==> config.mk <==
export PLATFORM = sky130hd
export DESIGN_NAME = apb_master
export DESIGN_NICKNAME = d
export VERILOG_FILES = /design/src/rtl/apb_pkg.sv /design/src/rtl/apb_wait_timer.sv /design/src/rtl/apb_master.sv
export SDC_FILE = /design/constraint.sdc
export NUM_CORES = 1
export LEC_CHECK = 0
export ABC_AREA = 1
export BUFFER_PORTS_ARGS = -buffer_cell sky130_fd_sc_hd__buf_2
export CAP_MARGIN = 0
export CORE_MARGIN = 3
export CORE_UTILIZATION = 45
export DETAILED_ROUTE_END_ITERATION = 16
export PLACE_DENSITY = 0.91
export SETUP_SLACK_MARGIN = 0.05
export SYNTH_ARGS = -nofsm -noshare
export SYNTH_HDL_FRONTEND = slang
export SYNTH_SLANG_ARGS = --single-unit
==> constraint.sdc <==
create_clock -name P_clk -period 1.7 [get_ports P_clk]
set_input_delay 0.17 -clock P_clk [delete_from_list [all_inputs] [get_ports P_clk]]
set_output_delay 0.17 -clock P_clk [all_outputs]
set_load 0.005 [all_outputs]
==> src/rtl/apb_pkg.sv <==
// Shared types and default widths for the APB requester and its wait timer.
package apb_pkg;

   typedef enum logic [1:0] {
      IDLE   = 2'd0,
      SETUP  = 2'd1,
      ACCESS = 2'd2,
      RESP   = 2'd3
   } apb_master_state_t;

   localparam int APB_ADDR_WIDTH = 32;
   localparam int APB_DATA_WIDTH = 32;

endpackage

==> src/rtl/apb_wait_timer.sv <==
// Counts ACCESS wait states and flags the last cycle before an abort.
// The counter saturates instead of wrapping; TIMEOUT_CYCLES=0 never expires.
module apb_wait_timer #(
   parameter int TIMEOUT_CYCLES = 16
) (
   input  logic clk,
   input  logic rst,
   input  logic clear,
   input  logic enable,
   output logic expired
);

   localparam int CW = (TIMEOUT_CYCLES > 0) ? $clog2(TIMEOUT_CYCLES + 1) : 1;
   localparam logic [CW-1:0] CNT_LIMIT = (TIMEOUT_CYCLES > 0) ? CW'(TIMEOUT_CYCLES - 1) : {CW{1'b1}};
   localparam bit TIMEOUT_EN = (TIMEOUT_CYCLES > 0);

   logic [CW-1:0] cnt_q;
   logic [CW-1:0] cnt_d;

   always_comb begin
      cnt_d = cnt_q;
      if (clear) begin
         cnt_d = '0;
      end else if (enable && (cnt_q != CNT_LIMIT)) begin
         cnt_d = cnt_q + 1'b1;
      end
   end

   always_ff @(posedge clk) begin
      if (rst) begin
         cnt_q <= '0;
      end else begin
         cnt_q <= cnt_d;
      end
   end

   assign expired = TIMEOUT_EN && (cnt_q == CNT_LIMIT);

endmodule

==> src/rtl/apb_master.sv <==
// Single-outstanding APB requester: valid/ready command in, SETUP/ACCESS out,
// registered response with slave error or timeout status.
module apb_master
   import apb_pkg::*;
#(
   parameter int ADDR_WIDTH     = APB_ADDR_WIDTH,
   parameter int DATA_WIDTH     = APB_DATA_WIDTH,
   parameter int TIMEOUT_CYCLES = 16
) (
   input  logic                  P_clk,
   input  logic                  P_rst,
   input  logic                  cmd_valid,
   output logic                  cmd_ready,
   input  logic                  cmd_write,
   input  logic [ADDR_WIDTH-1:0] cmd_addr,
   input  logic [DATA_WIDTH-1:0] cmd_wdata,
   output logic                  rsp_valid,
   input  logic                  rsp_ready,
   output logic [DATA_WIDTH-1:0] rsp_rdata,
   output logic                  rsp_slverr,
   output logic                  rsp_timeout,
   output logic [ADDR_WIDTH-1:0] P_addr,
   output logic                  P_write,
   output logic [DATA_WIDTH-1:0] P_wdata,
   output logic                  P_selx,
   output logic                  P_enable,
   input  logic                  P_ready,
   input  logic                  P_slverr,
   input  logic [DATA_WIDTH-1:0] P_rdata
);

   apb_master_state_t state_q, state_d;

   logic                  cmd_ready_q, cmd_ready_d;
   logic                  rsp_valid_q, rsp_valid_d;
   logic [DATA_WIDTH-1:0] rsp_rdata_q, rsp_rdata_d;
   logic                  rsp_slverr_q, rsp_slverr_d;
   logic                  rsp_timeout_q, rsp_timeout_d;
   logic [ADDR_WIDTH-1:0] p_addr_q, p_addr_d;
   logic                  p_write_q, p_write_d;
   logic [DATA_WIDTH-1:0] p_wdata_q, p_wdata_d;
   logic                  p_selx_q, p_selx_d;
   logic                  p_enable_q, p_enable_d;

   logic timer_expired;

   // The counter restarts on the SETUP->ACCESS edge and only advances on stalled ACCESS cycles.
   apb_wait_timer #(
      .TIMEOUT_CYCLES(TIMEOUT_CYCLES)
   ) u_wait_timer (
      .clk     (P_clk),
      .rst     (P_rst),
      .clear   (state_q == SETUP),
      .enable  ((state_q == ACCESS) && !P_ready),
      .expired (timer_expired)
   );

   always_comb begin
      state_d       = state_q;
      cmd_ready_d   = cmd_ready_q;
      rsp_valid_d   = rsp_valid_q;
      rsp_rdata_d   = rsp_rdata_q;
      rsp_slverr_d  = rsp_slverr_q;
      rsp_timeout_d = rsp_timeout_q;
      p_addr_d      = p_addr_q;
      p_write_d     = p_write_q;
      p_wdata_d     = p_wdata_q;
      p_selx_d      = p_selx_q;
      p_enable_d    = p_enable_q;

      case (state_q)
         IDLE: begin
            cmd_ready_d = 1'b1;
            if (cmd_valid && cmd_ready_q) begin
               p_write_d   = cmd_write;
               p_addr_d    = cmd_addr;
               p_wdata_d   = cmd_wdata;
               p_selx_d    = 1'b1;
               cmd_ready_d = 1'b0;
               state_d     = SETUP;
            end
         end
         SETUP: begin
            p_enable_d = 1'b1;
            state_d    = ACCESS;
         end
         ACCESS: begin
            // A completion in the final counted cycle takes priority over the abort.
            if (P_ready) begin
               rsp_rdata_d   = p_write_q ? '0 : P_rdata;
               rsp_slverr_d  = P_slverr;
               rsp_timeout_d = 1'b0;
               rsp_valid_d   = 1'b1;
               p_selx_d      = 1'b0;
               p_enable_d    = 1'b0;
               state_d       = RESP;
            end else if (timer_expired) begin
               rsp_rdata_d   = '0;
               rsp_slverr_d  = 1'b1;
               rsp_timeout_d = 1'b1;
               rsp_valid_d   = 1'b1;
               p_selx_d      = 1'b0;
               p_enable_d    = 1'b0;
               state_d       = RESP;
            end
         end
         RESP: begin
            if (rsp_ready) begin
               rsp_valid_d = 1'b0;
               cmd_ready_d = 1'b1;
               state_d     = IDLE;
            end
         end
         default: begin
            state_d = IDLE;
         end
      endcase
   end

   always_ff @(posedge P_clk) begin
      if (P_rst) begin
         state_q       <= IDLE;
         cmd_ready_q   <= 1'b0;
         rsp_valid_q   <= 1'b0;
         rsp_rdata_q   <= '0;
         rsp_slverr_q  <= 1'b0;
         rsp_timeout_q <= 1'b0;
         p_addr_q      <= '0;
         p_write_q     <= 1'b0;
         p_wdata_q     <= '0;
         p_selx_q      <= 1'b0;
         p_enable_q    <= 1'b0;
      end else begin
         state_q       <= state_d;
         cmd_ready_q   <= cmd_ready_d;
         rsp_valid_q   <= rsp_valid_d;
         rsp_rdata_q   <= rsp_rdata_d;
         rsp_slverr_q  <= rsp_slverr_d;
         rsp_timeout_q <= rsp_timeout_d;
         p_addr_q      <= p_addr_d;
         p_write_q     <= p_write_d;
         p_wdata_q     <= p_wdata_d;
         p_selx_q      <= p_selx_d;
         p_enable_q    <= p_enable_d;
      end
   end

   assign cmd_ready   = cmd_ready_q;
   assign rsp_valid   = rsp_valid_q;
   assign rsp_rdata   = rsp_rdata_q;
   assign rsp_slverr  = rsp_slverr_q;
   assign rsp_timeout = rsp_timeout_q;
   assign P_addr      = p_addr_q;
   assign P_write     = p_write_q;
   assign P_wdata     = p_wdata_q;
   assign P_selx      = p_selx_q;
   assign P_enable    = p_enable_q;

endmodule

==> impl_metrics.ini <==
[routing]
drc = 0
antenna_left = 0
dr.pass1.iters = 4
drt-total-wl_um = 11600
vias = 4149
drtIter0Drc = 146
via_per_inst = 5.00
detail_route.wl_per_cell_um = 14.0

[min_path]
hp-start = P_rdata[4]
min_path_type = in2reg
whs_endpoint = rsp_rdata[4]
holdPathStages = 3

[floorplanning]
die-area_um2 = 10200
rows = 34
core_um2 = 8760
top_level_ports = 206
die_w_um = 101
die_h_um = 101
start_util_pct = 46.4

[yosys]
async_flop_share_pct = 0
synth_nets = 625
synth_flop_cell = dfxtp_1
syn_inst = 516
yosysTopAreaCellShare_pct = 54.2
ys_top_cells_by_area = dfxtp_1 54%, nand2_1 17%, a21oi_1 9.1%
yosysSeqAreaShare_pct = 54.2
synth_area_um2 = 4070
ys_warn_count = 0
synth_edf_count = 0
yosysTopAreaCell = dfxtp_1
synth-seq-cells = 110
syn_avg_cell_area_um2 = 7.88
ys_types = 22

[power]
clkPwrFrac_pct = 22.4
power_leakage_uw = 0.00273
total_power_uw = 6550
swShare_pct = 33.7
p_switching_uw = 2210
comb_power_share_pct = 30.0
p_int_uw = 4340
seq_power_share_pct = 47.6
powerDensity_nw_per_um2 = 1190
vdd_drop_max_mv = 0.556

[layout]
syn2layout_area_growth_pct = 35.7
nets = 826
layoutNonFillerInstCount = 830
drive_gt1_share_pct = 36.1
antennaDiodeCount = 0

[critical_path]
r2r_setup_slack_ns = 0.1
crit_required_ns = 1.94
rr_worst_depth = 8
cp_max_fo = 16
endpoint_kind = register
r2r_start = state_q[0]
worst_ep_arrival_time_ns = 1.84
worstSetupPathType = reg2reg
startpoint_type = register
reg2reg_to = rsp_rdata[14]
startpoint = state_q[0]

[clock_network]
cts_root_buf = clkbuf_8
clkSinkCount = 110
clock_path_buffers = 2
clk_pin_slew_ns = 0.10
ctsHoldBuffers = 0
htreeDepth = 3
insertion_delay_ns = 0.35
cts_tree = yes
cts_buffers = 9

[grt]
grt_pass1_vias = 3853
grt-ovfl-total = 0
grt_pass1_wl_um = 17100
grt_usage_pct = 20.4
grt_max_degree = 54
grt_antenna_before_repair = 0

[timing]
period_needed_ns = 1.60
timing.hold.ws_ns = 0.0322
finalCritPeriodShare_pct = 94.1
rsz0062_at_grt = true
slew_viol_final = 0
slew_headroom_pct = 63.4
fmax_mhz = 625
hold_viol = 0
setup_violations = 0
worst_slew_pin_slew_ns = 0.549
skew_ns = 0.00938
setup_tns_ns = 0

[place]
dp_hpwl_um = 8050
port_buffers = 205
place_inst = 809
gp_congestion = 0.821

[job]
maxCapViolCount = 0

[status]
status = complete, no violations
## synthesized netlist by cell type, types with 3 or more instances
master	number
inv_1	13
a21oi_1	74
buf_1	3
nand2_1	182
o21ai_0	6
ha_1	6
buf_2	11
nor2_1	13
inv_2	3
nand3_1	67
buf_4	4
buf_6	6
dfxtp_1	110
clkbuf_1	10
## metal layers
metal / part of all wire (%) / vias to the layer above / wire, um / GRT usage [%]
met5: 0 / - / 0 / 0
met3: 10 / 14 / 1190 / 6.09
met4: 1.3 / 0 / 149 / 6.54
met1: 39 / 1863 / 4500 / 24.1
met2: 50 / 200 / 5800 / 35.2
li1: - / 2072 / - / -
## logic make-up after synthesis
| logic type | count (synthesis) | synth area share, % |
|---|---|---|
| compound gates | 81 | 10.0 |
| fa+ha+maj | 6 | 1.85 |
| simple gates | 268 | 27.4 |
| flops | 110 | 54.2 |
| buf+inv | 51 | 6.52 |
## registers in the layout (all words and copies together) (netlist names)
name and flops:
rsp_rdata 32, P_wdata 32, rsp_timeout 1, state_q 2, cmd_ready 1, P_enable 1, rsp_slverr 1, P_write 1
P_addr 32, u_wait_timer.cnt_q 5, P_selx 1, rsp_valid 1
## worst max-delay path, stage by stage (launching register included)
cell and delay, ns:
dfxtp_1 0.36, inv_1 0.10, ha_1 0.31, inv_2 0.12
nor2_4 0.19, inv_4 0.08, clkbuf_16 0.18, nand3_1 0.07
nand2_1 0.07
## power groups by stage
stage / clock network (uW) / logic [uW] / registers, uW
2_1_floorplan: 0 / 1090 / 3180
6_report: 1470 / 1970 / 3110
3_5_place_dp: 0 / 1770 / 3160
5_1_grt: 1610 / 2200 / 3160
3_3_place_gp: 0 / 1730 / 3140
4_1_cts: 1500 / 1780 / 3100
## worst max path at each step
stage | slack, ns | end | cells after the start
2_1_floorplan | 0.19 | u_wait_timer.cnt_q[3] | 10
3_3_place_gp | 0.09 | u_wait_timer.cnt_q[2] | 10
3_5_place_dp | 0.04 | state_q[1] | 10
4_1_cts | 0.07 | P_addr[22] | 6
5_1_grt | 0.002 | rsp_rdata[31] | 10
6_report | 0.1 | rsp_rdata[14] | 8
## cell usage in the layout (no fill, tap or decap), types with 2 or more instances in the layout
cell type,instances
inv_1,12
clkinv_4,2
clkbuf_8,10
inv_2,3
clkinv_2,2
buf_2,206
nand3_1,61
ha_1,3
a21oi_1,74
clkbuf_16,3
nor2_4,2
buf_12,2
buf_6,4
dfxtp_1,108
buf_4,9
ha_2,2
nor2_1,11
inv_6,2
nand2_1,182
nand3_2,6
o21ai_0,6
## metrics by stage
stage | area [um^2] | worst slack, ns | utilization, %
2_1_floorplan | 4070 | 0.185 | -
3_3_place_gp | 5160 | 0.0945 | 58.8
3_5_place_dp | 5160 | 0.0411 | 58.8
4_1_cts | 5340 | 0.0659 | 61.0
5_1_grt | 5520 | 0.00248 | 63.0
6_report | 5520 | 0.0998 | 63.0
## area by class of cell
class                      instances  area (um^2)
clock buffer                      10          138
multi-input combinational        355         1670
inverter                          17         66.3
clock inverter                     6         45.0
fill                             790         3240
timing repair buffer             224         1260
tap                              108          135
sequential                       110         2210
## repair_timing
action / 4_1_cts / 5_1_grt
setup buffers: 0 / 1
pin swaps: 0 / 3
endpoints found under the hold margin: 0 / 0
gates resized for setup: 1 / 23
cloned: 0 / 4
endpoints found under the setup margin: 8 / 104
No activity file was read; power rests on OpenSTA's default activity.
